### src/rtl/ksa_pipelined_adder.sv
// Pipelined Kogge-Stone add/sub with a register every PIPE_EVERY prefix levels; latency 1 + ceil(LEVELS/PIPE_EVERY).
// The whole pipe advances together when the output slot is empty or being drained, otherwise every stage holds.
module ksa_pipelined_adder #(
   parameter int WIDTH      = 32,
   parameter int PIPE_EVERY = 1,
   parameter int TAG_W      = 4
) (
   input  logic             clk,
   input  logic             rst,
   input  logic             in_valid,
   output logic             in_ready,
   input  logic [WIDTH-1:0] in_a,
   input  logic [WIDTH-1:0] in_b,
   input  logic             in_cin,
   input  logic             in_sub,
   input  logic [TAG_W-1:0] in_tag,
   output logic             out_valid,
   input  logic             out_ready,
   output logic [WIDTH-1:0] out_sum,
   output logic             out_cout,
   output logic             out_ovf,
   output logic [TAG_W-1:0] out_tag
);

   localparam int LEVELS = $clog2(WIDTH);
   localparam int NSTG   = (LEVELS + PIPE_EVERY - 1) / PIPE_EVERY;

   logic             adv;
   logic [NSTG:0]    vld;
   logic [NSTG:0]    sb_c0;
   logic [NSTG:0]    sb_am;
   logic [NSTG:0]    sb_bm;
   logic [WIDTH-1:0] sb_p   [0:NSTG];
   logic [TAG_W-1:0] sb_tag [0:NSTG];
   logic [WIDTH-1:0] rg     [0:NSTG];
   logic [WIDTH-1:0] rp     [0:NSTG-1];
   logic [WIDTH-1:0] lg     [1:LEVELS];
   logic [WIDTH-1:0] lp     [1:LEVELS];
   logic [WIDTH-1:0] ng     [1:NSTG];
   logic [WIDTH-1:0] np     [1:NSTG];

   logic [WIDTH-1:0] bx;
   logic [WIDTH-1:0] p0;
   logic [WIDTH-1:0] g0;
   logic             c0;
   logic [WIDTH-1:0] carry;

   assign bx = in_sub ? ~in_b : in_b;
   assign c0 = in_sub | in_cin;
   assign p0 = in_a ^ bx;
   // Carry-in folded into bit 0 so the prefix tree yields true carries directly.
   assign g0 = (in_a & bx) | {{(WIDTH-1){1'b0}}, p0[0] & c0};

   for (genvar k = 0; k < LEVELS; k++) begin : g_lvl
      localparam int D = 1 << k;
      localparam logic [WIDTH-1:0] LOWMASK = ~({WIDTH{1'b1}} << D);
      logic [WIDTH-1:0] gin;
      logic [WIDTH-1:0] pin;
      if (k % PIPE_EVERY == 0) begin : g_from_reg
         assign gin = rg[k / PIPE_EVERY];
         assign pin = rp[k / PIPE_EVERY];
      end else begin : g_from_lvl
         assign gin = lg[k];
         assign pin = lp[k];
      end
      // Shifted-in zeros leave bits below D untouched; LOWMASK does the same for P.
      assign lg[k+1] = gin | (pin & (gin << D));
      assign lp[k+1] = pin & ((pin << D) | LOWMASK);
   end

   for (genvar s = 1; s <= NSTG; s++) begin : g_stg
      localparam int LI = (s * PIPE_EVERY < LEVELS) ? s * PIPE_EVERY : LEVELS;
      assign ng[s] = lg[LI];
      assign np[s] = lp[LI];
   end

   assign adv       = ~vld[NSTG] | out_ready;
   assign in_ready  = adv;
   assign out_valid = vld[NSTG];

   always_ff @(posedge clk) begin
      if (rst) begin
         vld   <= '0;
         sb_c0 <= '0;
         sb_am <= '0;
         sb_bm <= '0;
         for (int s = 0; s <= NSTG; s++) begin
            sb_p[s]   <= '0;
            sb_tag[s] <= '0;
            rg[s]     <= '0;
         end
         for (int s = 0; s < NSTG; s++) begin
            rp[s] <= '0;
         end
      end else if (adv) begin
         vld   <= {vld[NSTG-1:0], in_valid};
         sb_c0 <= {sb_c0[NSTG-1:0], c0};
         sb_am <= {sb_am[NSTG-1:0], in_a[WIDTH-1]};
         sb_bm <= {sb_bm[NSTG-1:0], bx[WIDTH-1]};
         sb_p[0]   <= p0;
         sb_tag[0] <= in_tag;
         rg[0]     <= g0;
         rp[0]     <= p0;
         for (int s = 1; s <= NSTG; s++) begin
            sb_p[s]   <= sb_p[s-1];
            sb_tag[s] <= sb_tag[s-1];
            rg[s]     <= ng[s];
         end
         for (int s = 1; s < NSTG; s++) begin
            rp[s] <= np[s];
         end
      end
   end

   assign carry    = {rg[NSTG][WIDTH-2:0], sb_c0[NSTG]};
   assign out_sum  = sb_p[NSTG] ^ carry;
   assign out_cout = rg[NSTG][WIDTH-1];
   assign out_ovf  = (sb_am[NSTG] == sb_bm[NSTG]) & (out_sum[WIDTH-1] != sb_am[NSTG]);
   assign out_tag  = sb_tag[NSTG];

endmodule
### config.mk
export PLATFORM = sky130hd
export DESIGN_NAME = ksa_pipelined_adder
export DESIGN_NICKNAME = d
export VERILOG_FILES = /design/src/rtl/ksa_pipelined_adder.sv
export SDC_FILE = /design/constraint.sdc
export NUM_CORES = 1
export LEC_CHECK = 0
export CORE_MARGIN = 3
export CORE_UTILIZATION = 54
export CTS_BUF_LIST = sky130_fd_sc_hd__clkbuf_16
export DETAILED_ROUTE_END_ITERATION = 8
export PLACE_DENSITY = 0.86
export SLEW_MARGIN = 20
export SYNTH_ARGS = -nofsm -noshare
export SYNTH_HDL_FRONTEND = slang
export SYNTH_SLANG_ARGS = --single-unit
export TNS_END_PERCENT = 20
### constraint.sdc
create_clock -name clk -period 15.4 [get_ports clk]
set_input_delay 3.08 -clock clk [delete_from_list [all_inputs] [get_ports clk]]
set_output_delay 3.08 -clock clk [all_outputs]
set_load 0.01 [all_outputs]
==> results.toml <==
[cells_and_area]
regArea_sq_um = 15700
final_common_cell = "edfxtp_1"
multiInputGateArea_sq_um = 4830
drive_gt1_share_pct = 4.59
layout_common_cells = "edfxtp_1, and2_1, a21oi_1"
fillers = 2585
layout.nets = 1618
syn_to_final_growth_pct = 14.2
antennaDiodeCount = 0

[drt]
antenna_left = 0
drt_pre_antenna_iters = 5
wl_microns = 35100
vias = 10800
drtIter0Drc = 955
routed_via_density = 5.26
wl_per_cell_microns = 17.1
drc = 0

[place]
dp_slack_ns = 7.03
dp_hpwl_microns = 22000
portBuffers = 113
gp_routability_congestion = 0.823

[cts]
insertion_delay_ns = 0.54
cts_tree = "done"
cts_sinks = 530
post_cts_buffers = 0
cts_buffer_depth = 3
clk_pin_slew_ns = 0.06
post_cts_resized = 0
htree_num_levels = 2
hold_buffers = 0
ctsRootBufferMaster = "clkbuf_16"
cts_buffers = 47

[timing]
finalSetupTns_ns = 0
skew_ns = 0.0113
setup_slack_ns = 7.37
rsz0062_at_grt = "no"
setup_violations = 0
tightest_slew_ns = 1.06
relSlewSlack_pct = 29.1
max_freq_mhz = 125
slew_violations = 0
period_share_pct = 52.1
min_period_ns = 8.03
finalHoldViolCount = 0

[worst_setup_path]
setup.worst_path.start_class = "primary input"
critPathKind = "in2out"
r2r_start = "vld[5]"
crit_path_end = "in_ready"
worstPathMaxFanout = 27
reg2regPathDepth = 4
r2r_end = "sb_tag[0][23]"
required_ns = 12.32
worstPathArrival_ns = 4.95
critPathCaptureType = "output port"
regToRegSetupSlack_ns = 11.98
critPathLaunch = "out_ready"

[synthesis]
yosys.area.top_type = "edfxtp_1"
synth.avg_cell_area_sq_um = 14.8
yosys_register_bits = 530
yosysSeqAreaShare_pct = 75.0
synth_cell_type_count = 21
synthTopCellsByArea = "edfxtp_1, and2_1, a21oi_1, and3_1, xor2_1"
syn_area_sq_um = 20900
ys_warn_count = 0
synth_top_area_share_pct = 72.7
syn-num-nets = 1520
postSynthCellCount = 1414

[hold_path]
min_path_type = "reg2reg"

[floorplan]
initial_core_util_pct = 55.1
ios = 114
fp.dieW_microns = 203
rows = 71
fp.coreArea_sq_um = 37900
die_h_microns = 203
die-area_sq_um = 41100

[flow_run]
maxCapViolations = 0

[status]
status = "finished, final reports clean"

[power_and_ir_drop]
vdd_ir_drop_max_v = 0.0000697
p_per_area_nw_per_um2 = 120
p_leak_uw = 0.0101

[grt]
grt_usage_pct = 16.6
grt_pass1_wl_microns = 54300
first_global_vias = 10500
overflow = 0
antenna_found_initial = 0
grt_max_degree = 377
## cells by family (layout without fill, tap and decap cells)
group	after synthesis	count (layout)	synth area share, %
XOR/XNOR	64	64	2.68
buffers and inverters	73	207	1.97
flip-flops	530	530	75.0
AND/OR/NAND/NOR	562	562	14.7
AO/OA/AOI/OAI	153	153	3.67
adder cells (fa/ha/maj)	32	32	1.92
## Yosys cell counts
cell type and n:
buf_2 18, nor2b_1 1, a21oi_1 151, buf_4 19, nor2_8 1, clkbuf_1 6, inv_4 1, ha_1 32
nor2_1 135, and3_1 98, nor3_1 3, nand2b_1 2, buf_6 1, xor2_1 64, nand2_1 44, dfxtp_1 24
clkbuf_2 27, edfxtp_1 506, and2_1 278, inv_1 1, o21ai_0 2
## layout make-up
cell class	count	share of cell area [%]
Multi-Input combinational cell	811	20.2
Clock buffer	49	5.14
Clock inverter	36	1.06
Tap cell	511	2.68
Inverter	2	0.0420
Timing Repair Buffer	120	5.13
Sequential cell	530	65.7
## layer usage
metal / vias up / wire [microns] / track usage [%]
li1: 5218 / - / -
met1: 5155 / 14400 / 22.5
met2: 383 / 17100 / 27.1
met3: 81 / 2280 / 2.44
met4: 0 / 1300 / 7.28
met5: - / 0 / 0
## per-stage QoR
step | hold slack (ns) | utilization [%] | cell area [sq um] | power (uW) | std cells
2_1_floorplan | 0.432 | - | 20900 | 1720 | 1414
3_3_place_gp | 0.439 | 58.9 | 22300 | 1770 | 1973
3_5_place_dp | 0.444 | 58.9 | 22300 | 1780 | 1973
4_1_cts | 0.454 | 62.8 | 23800 | 2870 | 2058
5_1_grt | 0.473 | 62.9 | 23900 | 2940 | 2059
6_report | 0.454 | 62.9 | 23900 | 2860 | 2059
## critical path, stage by stage
cell	delay (ns)
clkdlybuf4s50_1	0.45
nor2b_4	0.60
inv_4	0.24
clkdlybuf4s50_1	0.56
## report_power, final
part	switching [uW]	internal [uW]
Clock	472	639
Combinational	50.8	51.2
Sequential	28.8	1610
## worst min path at each step
stage              from       end  cells after the start
4_1_cts          vld[4]    vld[4]                      2
3_3_place_gp   sb_c0[4]  sb_c0[4]                      2
2_1_floorplan  sb_am[0]  sb_am[0]                      2
5_1_grt        sb_am[2]  sb_am[3]                      2
6_report         vld[4]    vld[4]                      2
3_5_place_dp     vld[4]    vld[4]                      2
## state kept, by name, indices dropped and copies added, names as in the netlist
| name | cells |
|---|---|
| rg | 192 |
| sb_p | 156 |
| rp | 134 |
| sb_tag | 24 |
| sb_am | 6 |
| sb_bm | 6 |
| sb_c0 | 6 |
| vld | 6 |
No activity file was read; power rests on OpenSTA's default activity.
